<file path="src/rtl/game_pkg.sv">
`default_nettype none
// ============================================================================
//  Module      : game_pkg
//  Description : Constants shared between the game and its player-input
//                sources: button bit indices, action codes and arena limits,
//                plus small helpers used by the CPU opponent.
//  Ports       : none (package)
//  Revision    : 1.0  initial release
// ============================================================================
package game_pkg;

  // Button bit positions inside the 7-bit player input vector
  localparam int CENTER = 0;
  localparam int LEFT   = 1;
  localparam int RIGHT  = 2;
  localparam int UP     = 3;
  localparam int DOWN   = 4;
  localparam int ATTACK = 5;
  localparam int SHIELD = 6;

  // Action codes published in bits 5:0 of a player's action word
  localparam logic [5:0] SHIELD_CODE = 6'b000100;
  localparam logic [5:0] ATTACK_CODE = 6'b001000;

  // Arena geometry in pixels
  localparam logic [9:0] X_MIN      = 10'd143;
  localparam logic [9:0] X_MAX      = 10'd784;
  localparam logic [9:0] CHAR_WIDTH = 10'd80;
  localparam logic [9:0] GROUND_Y   = 10'd300;

  // One-hot button vector with only bit idx set
  function automatic logic [6:0] btn(input int idx);
    return 7'b0000001 << idx;
  endfunction

  // |a - b| without wrap-around
  function automatic logic [9:0] abs_diff(input logic [9:0] a, input logic [9:0] b);
    return (a > b) ? (a - b) : (b - a);
  endfunction

endpackage
`default_nettype wire

</file>
<file path="src/rtl/cpu_opponent_lfsr16.sv">
`default_nettype none
// ============================================================================
//  Module      : lfsr16
//  Description : 16-bit Fibonacci LFSR, taps 16/14/13/11, advancing every
//                clock. An all-zero seed would lock the register, so it is
//                replaced by 16'h0001 at reset.
//  Ports       : clk   - system clock
//                reset - synchronous active-high reset (loads seed)
//                seed  - reset value
//                q     - current register contents
//  Revision    : 1.0  initial release
// ============================================================================
module lfsr16 (
  input  logic        clk,
  input  logic        reset,
  input  logic [15:0] seed,
  output logic [15:0] q
);

  logic [15:0] r_q;
  logic        w_fb;

  assign w_fb = r_q[15] ^ r_q[13] ^ r_q[12] ^ r_q[10];

  always_ff @(posedge clk) begin
    if (reset) begin
      r_q <= (seed == 16'h0000) ? 16'h0001 : seed;
    end else begin
      r_q <= {r_q[14:0], w_fb};
    end
  end

  assign q = r_q;

endmodule
`default_nettype wire

</file>
<file path="src/rtl/cpu_opponent.sv">
`default_nettype none
// ============================================================================
//  Module      : cpu_opponent
//  Description : Computer-controlled fighter. Every DECIDE_PERIOD clocks it
//                picks a move from the published game state and a
//                pseudo-random source, and drives a registered 7-bit button
//                vector in place of physical buttons. Attack presses are
//                stretched to ATTACK_HOLD high + ATTACK_GAP low.
//  Ports       : clk, reset              - clock, sync active-high reset
//                enable                  - 1 = CPU drives this player
//                self_x/self_y           - controlled player position
//                opp_x/opp_y             - opponent position
//                self_health/self_shield - controlled player status
//                opp_action              - opponent facing + action code
//                finish                  - bit 0 = game over
//                cpu_inputs              - {shield,attack,down,up,right,left,center}
//                cpu_state               - current FSM state (debug)
//  Revision    : 1.0  initial release
// ============================================================================
module cpu_opponent
  import game_pkg::*;
#(
  parameter int          DECIDE_PERIOD = 2_000_000,
  parameter int          ATTACK_HOLD   = 1_500_000,
  parameter int          ATTACK_GAP    = 1_500_000,
  parameter int          ATTACK_RANGE  = 80,
  parameter int          LOW_HEALTH    = 4,
  parameter logic [15:0] SEED          = 16'hACE1
) (
  input  logic       clk,
  input  logic       reset,
  input  logic       enable,
  input  logic [9:0] self_x,
  input  logic [9:0] self_y,
  input  logic [9:0] opp_x,
  input  logic [9:0] opp_y,
  input  logic [3:0] self_health,
  input  logic [3:0] self_shield,
  input  logic [6:0] opp_action,
  input  logic [1:0] finish,
  output logic [6:0] cpu_inputs,
  output logic [2:0] cpu_state
);

  localparam logic [2:0] c_ST_IDLE     = 3'd0;
  localparam logic [2:0] c_ST_APPROACH = 3'd1;
  localparam logic [2:0] c_ST_ATTACK   = 3'd2;
  localparam logic [2:0] c_ST_GUARD    = 3'd3;
  localparam logic [2:0] c_ST_RETREAT  = 3'd4;
  localparam logic [2:0] c_ST_JUMP     = 3'd5;

  localparam int c_TW = (DECIDE_PERIOD > 1) ? $clog2(DECIDE_PERIOD) : 1;
  localparam int c_CW = ((ATTACK_HOLD + ATTACK_GAP) > 1) ? $clog2(ATTACK_HOLD + ATTACK_GAP) : 1;
  localparam logic [c_TW-1:0] c_TIMER_LAST = c_TW'(DECIDE_PERIOD - 1);
  localparam logic [c_CW-1:0] c_ATK_LAST   = c_CW'(ATTACK_HOLD + ATTACK_GAP - 1);
  localparam logic [c_CW-1:0] c_HOLD_LAST  = c_CW'(ATTACK_HOLD - 1);

  logic [c_TW-1:0] r_timer;
  logic [c_CW-1:0] r_atk_cnt;
  logic [2:0]      r_state;
  logic [6:0]      r_buttons;

  logic [15:0] w_lfsr;
  logic        w_strobe;
  logic        w_abort;
  logic [9:0]  w_dist;
  logic        w_near;
  logic        w_dir_r;
  logic        w_wall_block;
  logic [2:0]  w_dec_state;
  logic [6:0]  w_dec_buttons;
  logic        w_unused;

  lfsr16 u_lfsr (
    .clk   (clk),
    .reset (reset),
    .seed  (SEED),
    .q     (w_lfsr)
  );

  // Free-running decision timer; the strobe marks its wrap
  always_ff @(posedge clk) begin
    if (reset) begin
      r_timer <= '0;
    end else begin
      r_timer <= (r_timer == c_TIMER_LAST) ? '0 : r_timer + 1'b1;
    end
  end

  assign w_strobe = (r_timer == c_TIMER_LAST);
  assign w_abort  = finish[0] | ~enable;
  assign w_dist   = abs_diff(self_x, opp_x);
  assign w_near   = (w_dist < 10'(ATTACK_RANGE));
  assign w_dir_r  = (opp_x > self_x);

  // Retreat runs away from the opponent: left when it is to our right
  assign w_wall_block = w_dir_r ? (self_x <= X_MIN) : (self_x >= (X_MAX - CHAR_WIDTH));

  // Decision taken when a strobe lands outside ATTACK; first match wins
  always_comb begin
    w_dec_state   = c_ST_ATTACK;
    w_dec_buttons = btn(ATTACK);
    if (w_abort) begin
      w_dec_state   = c_ST_IDLE;
      w_dec_buttons = '0;
    end else if (!w_near) begin
      if (w_lfsr[2:0] == 3'b000) begin
        w_dec_state   = c_ST_JUMP;
        w_dec_buttons = btn(UP);
      end else begin
        w_dec_state   = c_ST_APPROACH;
        w_dec_buttons = w_dir_r ? btn(RIGHT) : btn(LEFT);
      end
    end else if ((opp_action[5:0] == ATTACK_CODE) && (self_shield != 4'd0) && w_lfsr[0]) begin
      w_dec_state   = c_ST_GUARD;
      w_dec_buttons = btn(SHIELD);
    end else if ((self_health < 4'(LOW_HEALTH)) && (w_lfsr[2:1] == 2'b00)) begin
      if (w_wall_block) begin
        w_dec_state   = c_ST_GUARD;
        w_dec_buttons = btn(SHIELD);
      end else begin
        w_dec_state   = c_ST_RETREAT;
        w_dec_buttons = w_dir_r ? btn(LEFT) : btn(RIGHT);
      end
    end
  end

  // Abort beats everything; ATTACK ignores strobes until its gap expires
  always_ff @(posedge clk) begin
    if (reset) begin
      r_state   <= c_ST_IDLE;
      r_buttons <= '0;
      r_atk_cnt <= '0;
    end else if (w_abort) begin
      r_state   <= c_ST_IDLE;
      r_buttons <= '0;
      r_atk_cnt <= '0;
    end else if (r_state == c_ST_ATTACK) begin
      if (r_atk_cnt == c_ATK_LAST) begin
        r_state   <= c_ST_IDLE;
        r_buttons <= '0;
        r_atk_cnt <= '0;
      end else begin
        r_atk_cnt <= r_atk_cnt + 1'b1;
        if (r_atk_cnt == c_HOLD_LAST) begin
          r_buttons <= '0;
        end
      end
    end else if (w_strobe) begin
      r_state   <= w_dec_state;
      r_buttons <= w_dec_buttons;
      r_atk_cnt <= '0;
    end
  end

  assign cpu_inputs = r_buttons;
  assign cpu_state  = r_state;

  // Inputs and constants the decision logic has no use for
  assign w_unused = ^{self_y, opp_y, finish[1], opp_action[6], btn(CENTER), btn(DOWN),
                      SHIELD_CODE, GROUND_Y};

endmodule
`default_nettype wire

</file>
<file path="config.mk">
export PLATFORM = sky130hd
export DESIGN_NAME = cpu_opponent
export DESIGN_NICKNAME = d
export VERILOG_FILES = /design/src/rtl/game_pkg.sv /design/src/rtl/cpu_opponent_lfsr16.sv /design/src/rtl/cpu_opponent.sv
export SDC_FILE = /design/constraint.sdc
export NUM_CORES = 1
export LEC_CHECK = 0
export CAP_MARGIN = 20
export CORE_MARGIN = 2
export CORE_UTILIZATION = 35
export CTS_CLUSTER_SIZE = 20
export DETAILED_ROUTE_END_ITERATION = 10
export GPL_TIMING_DRIVEN = 0
export PLACE_DENSITY_LB_ADDON = 0.2
export RECOVER_POWER = 100
export REMOVE_ABC_BUFFERS = 1
export SYNTH_ARGS = -nofsm -noshare
export SYNTH_HDL_FRONTEND = slang
export SYNTH_SLANG_ARGS = --single-unit
</file>
<file path="constraint.sdc">
create_clock -name clk -period 3 [get_ports clk]
set_clock_uncertainty 0.15 [all_clocks]
set_input_delay 0.75 -clock clk [delete_from_list [all_inputs] [get_ports clk]]
set_output_delay 0.75 -clock clk [all_outputs]
set_load 0.05 [all_outputs]
</file>
# --- After elaboration in Yosys (flattened, before gate mapping) ---
# Cells that the tools add are included.
word_totals:
  elab_cells: 62
  register_bits: 69
  out_inout_bits: 10
  inputBits: 60
op_classes:
  reduce_logical: 11
  bitwise: 5
  addsub: 4
  muxes: 24
  n_eq_ne: 7
  order_cmp: 6
op_table:
  columns: ["operator", "count"]
  rows:
  - ["$mux 22", 3]
  - ["$mux 7", 8]
  - ["$mux 3", 10]
  - ["$add 22x1->22 const B", 1]
  - ["$eq 22x21->1 const B", 1]
  - ["$eq 22x22->1 const B", 1]
  - ["$add 21x1->21 const B", 1]
  - ["$eq 21x21->1 const B", 1]
  - ["$gt 10x10->1", 2]
  - ["$sub 10x10->10", 2]
  - ["$ge 10x10->1 const B", 1]
  - ["$le 10x8->1 const B", 1]
  - ["$lt 10x7->1 const B", 1]
  - ["$mux 10", 1]
  - ["$eq 6x4->1 const B", 1]
  - ["$lt 4x3->1 const B", 1]
  - ["$mux 4", 1]
  - ["$reduce_and 2->1", 2]
  - ["$reduce_bool 4->1", 1]
  - ["$reduce_or 2->1", 2]
  - ["$eq 3x2->1 const B", 1]
  - ["$logic_and 1x1->1", 3]
  - ["$logic_not 3->1", 1]
  - ["$ne 3x1->1 const B", 1]
  - ["7 further kinds", 9]

# --- Depth between registers and ports, before layout ---
logic_depth:
  depth_word: 8
  ltp_mapped: 11
  mapped_depth_nobuf: 10

# --- Cells and area by module ---
# From an unflattened synthesis, not the netlist that was laid out.
unflattened:
  hier_cells: 496
  hier_area_um2: 4171.5
modules_own_cells:
  columns: ["mod", "instances", "seq_area_each_um2", "area_each_um2", "cells_each"]
  rows:
  - ["cpu_opponent", 1, 1021.0, 3547.2, 453]
  - ["lfsr16", 1, 320.3, 624.3, 43]

# --- Worst setup path after synthesis ---
# OpenSTA, ideal clock, no wires.
synth_timing:
  path_type: "input to register"
  start: "input self_x[7]"
  end: "register r_buttons[2] (netlist: cpu_inputs[2])"
  setup_slack_ps: -210
  stages: 11
  setup_time_ps: 133
  n_path_buf: 1
  t_required_ps: 2717
  arrival_time_ps: 2927
  cell_sequence: "inv_1 ha_1 buf_2 a211o_1 a21oi_2 a21o_1 a21o_2 a211oi_1 a2111oi_2 or4_4 o221ai_1"
synth_between:
  elab_chain_len: 8
  word_cells_on_any_way: 18
  classes_between: "2 x add/sub; 5 x order compare; 11 x mux"
synth_rtl:
  columns: ["element", "line", "rtl"]
  rows:
  - ["from (decl)", "cpu_opponent.sv:33", "input logic [9:0] self_x,"]
  - ["parallel branches: the longest is 5 deep, another holds $sub 10x10->10", null, null]
  - ["$mux 7 *", "cpu_opponent.sv:106", "end else if (!w_near) begin"]
  - ["$mux 7 *", "cpu_opponent.sv:149", "end else if (w_strobe) begin"]
  - ["$mux 7 *", "cpu_opponent.sv:138", "end else if (r_state == c_ST_ATTACK) begin"]
  - ["to (signal assigned)", "cpu_opponent.sv:151", "r_buttons <= w_dec_buttons;"]
  - ["to (decl)", "cpu_opponent.sv:61", "logic [6:0] r_buttons;"]
# Mark *: on every way between the ends. The select of a mux whose other input is x is not followed.
# A chain may end at the register's enable or synchronous reset.

# --- Final worst setup path ---
layout_timing:
  start: "input self_x[8]"
  end: "register r_buttons[1] (netlist: cpu_inputs[1])"
# The elaborated chain is that of the path after synthesis.

==> impl_metrics.json <==
{
  "reg2reg_depth": 8,
  "die_area_mm2": 0.0117,
  "diodes": 0,
  "final_common_cell": "dfxtp_1",
  "fin_crit_ns": 2.98,
  "critPathMaxFanout": 3,
  "synth_area_mm2": 0.00380,
  "ir_drop_uv": 172,
  "leakagePower_nw": 1.98,
  "setup_viol": 0,
  "status": "complete, no violations",
  "synthCells": 468,
  "die_h_um": 108,
  "ys_seq_area_frac": 0.353,
  "synth-edff-count": 0,
  "p_per_area_mw_per_mm2": 411,
  "die_w_um": 108,
  "slew_headroom": 0.546,
  "start_kind": "primary input",
  "routabilityCongestion": 0.776,
  "cp.depth": 12,
  "grt_usage": 0.165,
  "synth_cell_type_count": 65,
  "finalWirelength_um": 9160,
  "synthFlopType": "dfxtp_1",
  "whs_path_depth": 1,
  "drt_iter0_markers": 170,
  "crit_required_ns": 3.10,
  "max_freq_ghz": 0.336,
  "synth_seq_cells": 67,
  "fin_crit_sh": 0.993,
  "crit_arrival_ns": 3.08,
  "post-synth-top-area-fraction": 0.353,
  "cts_root_buf": "clkbuf_8",
  "critPathMaxStageDelay_ns": 0.54,
  "r2r-start": "r_timer[0]",
  "critPathLaunch": "self_x[8]",
  "antenna_found_initial": 0,
  "cts_buffers": 9,
  "synth-async-reset-ratio": 0,
  "clock-sinks": 67,
  "crit_family": "simple AND/OR/NAND/NOR gates",
  "area_growth_syn_to_layout_pct": 34.4,
  "num_vias": 3495,
  "tightest_slew_ns": 0.678,
  "cts_tree": "done",
  "crit_path_end_kind": "register",
  "clk_latency_ns": 0.34,
  "clock_path_buffers": 2,
  "finish.utilization": 0.477,
  "cap_violations": 0,
  "worstSetupPathType": "primary input to register",
  "hold_buffers": 0,
  "dp_hpwl_um": 6100,
  "synth_area_leader_cell": "dfxtp_1",
  "hold_violations": 0,
  "finalPower_mw": 2.10,
  "wl_per_cell_um": 13.3,
  "synth_area_leaders": "dfxtp_1 35%, ha_1 7.2%, nor2_1 4.9%, xor2_1 4.8%, a21oi_1 4.2%",
  "cpMaxStageDelayCell": "or4_4",
  "globalRouteOverflowTotal": 0,
  "via_per_inst": 5.08,
  "route.detailed.drc": 0,
  "synth_warnings": 0,
  "finalSetupTns_ns": 0,
  "rsz0062_at_grt": "true",
  "crit_buf_inv": 3,
  "ctsHtreeMaxLevel": 3,
  "hold_start": "u_lfsr.q[4]",
  "pin_count": 70,
  "finalMaxSlewViolations": 0,
  "port_buffers": 43,
  "grt_max_degree": 23,
  "grt_pass1_wl_um": 15300,
  "grt_pass1_vias": 3325,
  "mostFrequentLayoutCells": "67 x dfxtp_1, 50 x nor2_1, 37 x buf_4",
  "initial_core_util": 0.355,
  "antenna_left": 0,
  "row_count": 38,
  "cts.clk_slew.worst_paths_ns": 0.07,
  "core_area_mm2": 0.0107,
  "drt_pass1_iterations": 4,
  "hp-class": "register to register",
  "hold_ws_ns": 0.262,
  "cp_cell_sequence": "buf_8 > inv_4 > ha_4 > nand4_1 > buf_4 > nor3_4 > a21o_1 > a21o_4 > nor4_4 > a2111oi_4 > or4_4 > o311ai_4",
  "syn_area_per_cell_um2": 8.12,
  "nNetsFinal": 626,
  "drive_gt1_frac": 0.235
}
## final timing paths
kind                   endpoint  slack (ns)
setup / recovery  cpu_inputs[1]        0.02
hold / removal      u_lfsr.q[5]        0.26
setup reg to reg  cpu_inputs[1]        0.17
hold reg to reg     u_lfsr.q[5]        0.26
## report_power, final
part           switching, mW  internal, mW  total [mW]  leakage [nW]
Sequential            0.0108         0.908       0.919         0.545
Clock                  0.328         0.424       0.752        0.0995
Combinational          0.201         0.227       0.428          1.34
Total                  0.539          1.56        2.10          1.98
## final cells by class
type / count / area [µm²]
tap: 140 / 175
multi-input combinational: 357 / 2570
timing repair buffer: 80 / 706
inverter: 29 / 121
fill: 1052 / 5590
sequential: 67 / 1340
clock inverter: 2 / 35.0
clock buffer: 13 / 159
## stage by stage
stage	instances	setup WS [ns]	cell area (µm²)
2_1_floorplan	453	-0.183	3730
3_3_place_gp	636	-1.02	4330
3_5_place_dp	636	-1.12	4330
4_1_cts	677	0.00402	4930
5_1_grt	688	-0.0515	5100
6_report	688	0.0208	5100
## synthesized netlist by cell type (3+ instances only)
| cell | count |
|---|---|
| clkbuf_1 | 10 |
| nand3_1 | 20 |
| xor2_1 | 21 |
| nor2_1 | 50 |
| or2_2 | 9 |
| or3_1 | 13 |
| o22ai_1 | 4 |
| a21oi_1 | 32 |
| o21ai_0 | 26 |
| nor4_1 | 5 |
| xnor2_1 | 6 |
| nand2_1 | 36 |
| a31oi_1 | 4 |
| and2_1 | 7 |
| inv_1 | 29 |
| a21o_1 | 5 |
| dfxtp_1 | 67 |
| nand4_1 | 9 |
| buf_4 | 3 |
| nand2b_1 | 7 |
| mux2i_1 | 3 |
| and3_1 | 7 |
| nor3_1 | 9 |
| buf_2 | 3 |
| nor4bb_1 | 3 |
| and4_1 | 4 |
| nor2b_1 | 8 |
| ha_1 | 22 |
## layer usage
layer / up-vias / global-route usage / part of all wire
met4: 0 / 0.0650 / 0.018
met1: 1638 / 0.208 / 0.46
met5: - / 0 / 0
met3: 13 / 0.0410 / 0.042
li1: 1785 / - / -
met2: 59 / 0.270 / 0.48
## kinds of logic (layout without fill, tap and decap cells)
group	Yosys count	in the layout	share of synthesized area
AND/OR/NAND/NOR	207	207	0.295
AO/OA/AOI/OAI	96	96	0.160
flip-flops	67	67	0.353
buffers and inverters	45	124	0.0484
XOR/XNOR	27	27	0.0623
adder cells (fa/ha/maj)	22	22	0.0725
multiplexers	3	3	0.00791
other	1	2	0.000987
## timing repair
item | CTS | global route
resized for setup | 123 | 27
setup endpoints to repair | 8 | 7
cloned | 0 | 0
setup buffers | 26 | 11
pin swaps | 28 | 21
## flip-flops by register name (all words and copies together) (netlist names)
name / cells
cpu_state: 3
u_lfsr.q: 16
r_timer: 21
r_atk_cnt: 22
cpu_inputs: 5
## worst reg2reg max path, stage by stage, from the launching register on
cell	delay, ns
dfxtp_1	0.40
ha_1	0.26
and2_0	0.17
nand4_1	0.10
or3_1	0.46
nand2b_4	0.17
or2_4	0.24
or4_4	0.55
o311ai_4	0.24
Note: power is estimated with default switching activity, not from simulation.
